--- config.mk ---
export PLATFORM = sky130hd
export DESIGN_NAME = pc_unit
export DESIGN_NICKNAME = d
export VERILOG_FILES = /design/src/rtl/pc_pkg.sv /design/src/rtl/pc_ras.sv /design/src/rtl/pc_unit.sv
export SDC_FILE = /design/constraint.sdc
export NUM_CORES = 1
export LEC_CHECK = 0
export ABC_CLOCK_PERIOD_IN_PS = 2050
export CORE_AREA = 2 2 103 105
export CTS_CLUSTER_DIAMETER = 50
export DETAILED_ROUTE_END_ITERATION = 6
export DIE_AREA = 0 0 105 107
export DONT_BUFFER_PORTS = 1
export PLACE_DENSITY = 0.58
export SLEW_MARGIN = 15
export SYNTH_ARGS = -nofsm -noshare
export SYNTH_HDL_FRONTEND = slang
export SYNTH_HIERARCHICAL = 1
export SYNTH_SLANG_ARGS = --single-unit
--- constraint.sdc ---
create_clock -name clk -period 2.05 [get_ports clk]
set_clock_uncertainty 0.15 [all_clocks]
set_input_delay 0.205 -clock clk [delete_from_list [all_inputs] [get_ports clk]]
set_output_delay 0.205 -clock clk [all_outputs]
set_load 0.02 [all_outputs]
--- src/rtl/pc_pkg.sv ---
// rtl/pc_pkg.sv - shared types, default vectors and next-PC selection helper for pc_unit
package pc_pkg;

    // Source of the next fetch address, highest priority last
    typedef enum logic [2:0] {
        NPC_HOLD,
        NPC_SEQ,
        NPC_REDIR,
        NPC_RET,
        NPC_EXC
    } npc_sel_t;

    localparam logic [31:0] PC_RESET_VECTOR_DEF = 32'h0000_0000;
    localparam logic [31:0] PC_EXC_VECTOR_DEF   = 32'h0000_1000;
    localparam int unsigned PC_INC_DEF          = 4;
    localparam int unsigned PC_RAS_DEPTH_DEF    = 4;

    // Exception beats everything, including a stalled pipe; otherwise only an
    // enabled cycle may move the PC. ret_ok is already qualified by a non-empty RAS.
    function automatic npc_sel_t npc_select(
        input logic exc,
        input logic wr,
        input logic ret_ok,
        input logic redir
    );
        npc_sel_t sel;
        sel = NPC_HOLD;
        if (exc)
            sel = NPC_EXC;
        else if (wr && ret_ok)
            sel = NPC_RET;
        else if (wr && redir)
            sel = NPC_REDIR;
        else if (wr)
            sel = NPC_SEQ;
        return sel;
    endfunction

endpackage

--- src/rtl/pc_ras.sv ---
// rtl/pc_ras.sv - circular return-address stack with count, top pointer, push/pop/clear
module pc_ras #(
    parameter int LENGTH = 32,
    parameter int DEPTH  = 4
) (
    input  logic              clk,
    input  logic              reset,
    input  logic              push,
    input  logic              pop,
    input  logic              clear,
    input  logic [LENGTH-1:0] push_data,
    output logic [LENGTH-1:0] top,
    output logic              empty,
    output logic              full
);

    localparam int PW = (DEPTH > 1) ? $clog2(DEPTH) : 1;
    localparam int CW = $clog2(DEPTH + 1);
    localparam logic [CW-1:0] COUNT_MAX = CW'(DEPTH);

    logic [LENGTH-1:0] mem [DEPTH];
    logic [PW-1:0]     ptr;
    logic [CW-1:0]     count;
    logic              pop_ok;
    logic              swap;

    // A pop against an empty stack is simply dropped
    assign pop_ok = pop && (count != '0);
    // Push and pop together replace the top in place
    assign swap   = push && pop_ok;

    // Top pointer and occupancy; pushing when full wraps over the oldest entry
    always_ff @(posedge clk or negedge reset) begin
        if (!reset) begin
            ptr   <= '0;
            count <= '0;
        end else if (clear) begin
            count <= '0;
        end else if (swap) begin
            ptr   <= ptr;
        end else if (push) begin
            ptr <= ptr + 1'b1;
            if (count != COUNT_MAX)
                count <= count + 1'b1;
        end else if (pop_ok) begin
            ptr   <= ptr - 1'b1;
            count <= count - 1'b1;
        end
    end

    // Entry storage needs no reset; count alone says which entries are live
    always_ff @(posedge clk) begin
        if (!clear && push)
            mem[swap ? ptr : ptr + 1'b1] <= push_data;
    end

    assign top   = mem[ptr];
    assign empty = (count == '0);
    assign full  = (count == COUNT_MAX);

endmodule

--- src/rtl/pc_unit.sv ---
// rtl/pc_unit.sv - fetch program counter with redirect, exception vector, epc and optional RAS (PC_RAS_EN)
module pc_unit
    import pc_pkg::*;
#(
    parameter int                LENGTH       = 32,
    parameter logic [LENGTH-1:0] RESET_VECTOR = LENGTH'(PC_RESET_VECTOR_DEF),
    parameter logic [LENGTH-1:0] EXC_VECTOR   = LENGTH'(PC_EXC_VECTOR_DEF),
    parameter int unsigned       INC          = PC_INC_DEF,
    parameter int unsigned       RAS_DEPTH    = PC_RAS_DEPTH_DEF
) (
    input  logic              clk,
    input  logic              reset,
    input  logic              wr,
    input  logic              pc_in,
    input  logic [LENGTH-1:0] p_wr,
    input  logic              exc,
    input  logic              call,
    input  logic              ret,
    output logic [LENGTH-1:0] q_wr,
    output logic [LENGTH-1:0] epc,
    output logic              ras_empty,
    output logic              ras_full
);

    logic [LENGTH-1:0] pc_q;
    logic [LENGTH-1:0] epc_q;
    logic [LENGTH-1:0] link;
    logic [LENGTH-1:0] ras_top;
    logic [LENGTH-1:0] pc_next;
    logic              ret_ok;
    npc_sel_t          sel;

    // Return address for call; additions wrap silently at 2^LENGTH
    assign link = pc_q + LENGTH'(INC);

`ifdef PC_RAS_EN
    logic ras_is_empty;
    logic ras_is_full;

    assign ret_ok = ret && wr && !exc && !ras_is_empty;

    pc_ras #(
        .LENGTH (LENGTH),
        .DEPTH  (int'(RAS_DEPTH))
    ) u_ras (
        .clk       (clk),
        .reset     (reset),
        .push      (call && wr && !exc),
        .pop       (ret_ok),
        .clear     (exc),
        .push_data (link),
        .top       (ras_top),
        .empty     (ras_is_empty),
        .full      (ras_is_full)
    );

    assign ras_empty = ras_is_empty;
    assign ras_full  = ras_is_full;
`else
    logic unused_ras_in;

    assign unused_ras_in = ^{call, ret};
    assign ret_ok        = 1'b0;
    assign ras_top       = '0;
    assign ras_empty     = 1'b1;
    assign ras_full      = 1'b0;
`endif

    // Pick the next-PC source by priority
    always_comb begin
        sel = npc_select(exc, wr, ret_ok, pc_in);
    end

    // Form the next PC from the selected source
    always_comb begin
        pc_next = pc_q;
        case (sel)
            NPC_EXC:   pc_next = EXC_VECTOR;
            NPC_RET:   pc_next = ras_top;
            NPC_REDIR: pc_next = p_wr;
            NPC_SEQ:   pc_next = link;
            default:   pc_next = pc_q;
        endcase
    end

    // PC register; epc captures the faulting PC whenever an exception is taken
    always_ff @(posedge clk or negedge reset) begin
        if (!reset) begin
            pc_q  <= RESET_VECTOR;
            epc_q <= '0;
        end else begin
            pc_q <= pc_next;
            if (sel == NPC_EXC)
                epc_q <= pc_q;
        end
    end

    assign q_wr = pc_q;
    assign epc  = epc_q;

endmodule
# Word level (Yosys, flattened, before mapping)
# Cells that the tools add are included.
# totals
in_bits	39
out_inout_bits	66
wordCells	13
ff_bits	64
# op_classes
muxes	4
eq_ne	4
reduce_logical	2
n_addsub	1
# ops
op	n
32-bit case mux with 4 select lines	1
32-bit by 3-bit adder with 32-bit output, second input constant	1
3-bit by 2-bit == test with 1-bit output, second input constant	2
4-bit nonzero test	1
3-bit by 1-bit == test with 1-bit output, second input constant	1
3-bit == test, second input constant	1
3-bit two-way mux	1
2-bit two-way mux	1
1-bit logical AND	1
1-bit two-way mux	1

# Logic depth before layout (Yosys ltp)
# logic_depth
depth_word	5
mapped_depth	7
ltp_nobuf	6

# Least setup slack after synthesis
# OpenSTA, ideal clock, no wires.
# synth_timing
path_kind	flip-flop to flip-flop
start	register pc_q[2] (netlist: q_wr[2])
end	register pc_q[18] (netlist: q_wr[18])
path_stages_with_launch	8
slack_ps	-157
arrival_ps	1963
setup_time_ps	94
path_cell_list	dfrtp_1 -> ha_1 -> nand3_2 -> or2_1 -> buf_6 -> or3_4 -> mux2i_1 -> a211oi_1
# synth_via
elab_chain_cells	2
# synth_rtl
element	line_no	source
start, declared	pc_unit.sv:25	logic [LENGTH-1:0] pc_q;
start signal, assigned	pc_unit.sv:92	pc_q <= pc_next;
32-bit by 3-bit adder with 32-bit output	pc_unit.sv:34	assign link = pc_q + LENGTH'(INC);
32-bit case mux with 4 select lines	pc_unit.sv:77	case (sel)
# No other way between the ends.
# A chain may end at the register's enable or synchronous reset.

# Final worst setup path
# layout_timing
start	register pc_q[9] (netlist: q_wr[9])
end	register pc_q[18] (netlist: q_wr[18])
# Same word-level chain as after synthesis.

==> impl_metrics.csv <==
group,metric,value,unit
synth,yosysSeqAreaShare,46.63,%
drt,dr.pass1.iters,4,
drt,vias,2905,
drt,first_iter_violations,159,
power_and_ir_drop,power,2.844,mW
final_layout,post-route-util,42.59,%
power_and_ir_drop,peakVddDrop,0.2552,mV
clock_network,clk_pin_slew_worst_paths,0.07,ns
power_and_ir_drop,cellPowerDensity,661.7,nW/um^2
global_route,grt_start_max_net_pins,68,
synth,synth_nets,381,
drt,drcViolationCount,0,
floorplan,die_h,107,um
placed_design,dpl-instance-area,3774,sq um
global_route,grt_use_total,18.57,%
critical_path,critPathCaptureType,"register",
floorplan,coreArea,10090,sq um
synth,synth_area,3435,sq um
worst_hold_path,worstHoldPathType,"input port to register",
timing,fin_crit_sh,95.07,%
drt,routedWlPerCell,19.15,um
timing,rsz0062_at_grt,"no",
synth,ys_top_cells_by_count,"dfrtp_1, mux2_2, nand2_1",
floorplan,io_pins,105,
status,status,"finished, final reports clean",
timing,setup_tns,0,ns
timing,slew_viol_final,0,
clock_network,cts_buffer_depth,2,
clock_network,clk_latency,0.35,ns
global_route,antenna_found_initial,1,
clock_network,clock_sinks,64,
critical_path,arrival,2.06,ns
critical_path,start_kind,"register",
critical_path,reg2reg_setup_slack,0.10,ns
timing,period_needed,1.949,ns
synth,synth-seq-cells,64,
final_layout,drive_gt1_share,25.51,%
final_layout,area_growth,25.14,%
floorplan,start_util,34.03,%
final_layout,layoutNonFillerInstCount,532,
synth,yosys.area.top_type,"dfrtp_1",
clock_network,htreeDepth,3,
final_layout,antennaDiodeCount,0,
synth,ys_top_cells_by_area,"dfrtp_1, mux2_2, a21oi_1",
placed_design,place_inst,487,
synth,synth_cells,340,
clock_network,clockRootBuffer,"clkbuf_8",
placed_design,hpwl,6.551,mm
timing,hold_viol,0,
timing,max_slew.worst_pin.slew,0.7456,ns
synth,yosys.area.top_type_share,46.63,%
synth,synthArstFlopShare,100.0,%
timing,finalSetupViolCount,0,
clock_network,cts_inserted_buffers,9,
final_layout,fin_area,4298,sq um
critical_path,required,2.16,ns
final_layout,nets,434,
synth,synth_edf_count,0,
drt,drt_wl_total,10.19,mm
global_route,grt_overflow_total,0,
timing,timing.fmax,513.1,MHz
synth,synth_cell_types,51,
drt,viasPerCell,5.461,
placed_design,io_buffers,0,
power_and_ir_drop,p_leak,1.827,nW
clock_network,cts_tree,"yes",
timing,slew-limit-headroom,50.13,%
synth,yosysMostFrequentCell,"dfrtp_1",
floorplan,rows,37,
critical_path,crit_type,"register to register",
placed_design,place_congestion,0.9025,
critical_path,worstPathMaxFanout,6,
floorplan,fp.dieW,105,um
synth,ys_warn_count,6,
global_route,grt_pass1_vias,2991,
clock_network,post_cts_buffers,0,
synth,synth-main-ff-cell,"dfrtp_1",
floorplan,die_area,11240,sq um
synth,synth.avg_cell_area,10.10,sq um
drt,postRouteAntennaNets,0,
run,cap_viol_max_count,0,
global_route,grt_first_pass_wirelength,16.29,mm
## worst paths after layout
check,from,to,cells after the start
setup / recovery,q_wr[9]$_DFFE_PN0P_,q_wr[18]$_DFFE_PN0P_,5
hold / removal,p_wr[12],q_wr[12]$_DFFE_PN0P_,3
setup reg to reg,q_wr[9]$_DFFE_PN0P_,q_wr[18]$_DFFE_PN0P_,5
hold reg to reg,q_wr[7]$_DFFE_PN0P_,q_wr[7]$_DFFE_PN0P_,2
max in group asynchronous,reset,q_wr[2]$_DFFE_PN0P_,2
min in group asynchronous,reset,epc[19]$_DFFE_PN0N_,2
## through the flow
step,setup slack [ns],hold WS [ns]
final,0.1011,0.003092
after global routing,0.02392,0.009308
after CTS,0.03610,0.003361
after detailed placement,-0.03059,-0.2389
after global placement,0.08980,-0.2389
after floorplan,0.003486,-0.2406
## flip-flops by register name (all words and copies together) (netlist names)
| register | cells |
|---|---|
| epc | 32 |
| q_wr | 32 |
## routing by layer
layer / global-route usage [%] / share of wire, % / vias to the layer above
met5: 0 / 0.13 / -
met4: 5.333 / 1.4 / 2
met3: 6.626 / 7.7 / 18
met2: 30.10 / 47 / 115
met1: 23.37 / 43 / 1418
li1: - / - / 1352
## timing repair
action                                  CTS  global route
endpoints found under the setup margin    1             2
hold buffers                             31             0
endpoints found under the hold margin   128             0
resized for setup                         2             3
gates cloned                              0             0
## power breakdown
part	switching (mW)	total (mW)	internal, mW
combinational	0.244	0.443	0.199
clock	0.477	0.936	0.458
sequential	0.124	1.47	1.34
total	0.846	2.84	2.00
## layout by cell type, fill, tap and decap left out, types with 9 or more instances in the layout
| cell | n |
|---|---|
| nand4_1 | 16 |
| o22ai_1 | 11 |
| clkbuf_8 | 10 |
| buf_4 | 35 |
| o21ai_0 | 9 |
| nor2b_1 | 17 |
| nor2_1 | 18 |
| nand2_1 | 30 |
| mux2_2 | 33 |
| dfrtp_1 | 60 |
| a21oi_1 | 23 |
| dlygate4sd3_1 | 28 |
## cell families after synthesis
family                     after synthesis  synth area share (%)
AOI/OAI and AO/OA                       72                 13.48
xor gates and xnor gates                 6                 1.530
adders and majority gates                2                0.7285
buffers and inverters                   25                 3.278
DFF                                     64                 46.63
muxes                                   41                 13.15
other                                    2                0.2187
and+or+nand+nor                        128                 20.98
## worst max-delay path: stages (launching register included)
cell	delay, ns
dfrtp_1	0.44
nand4_1	0.16
or2_4	0.33
or3_4	0.40
mux2i_1	0.14
a211oi_2	0.24
## area by class of cell
cell class | instances | area, sq um
fillers | 1004 | 5794
multi-input cells | 251 | 1745
flip-flops and latches | 64 | 1607
repair buffers | 66 | 618.1
well taps | 136 | 170.2
clock buffers | 13 | 148.9
clock inverters | 1 | 5.005
inverters | 1 | 3.754
No activity file was read; power rests on OpenSTA's default activity.
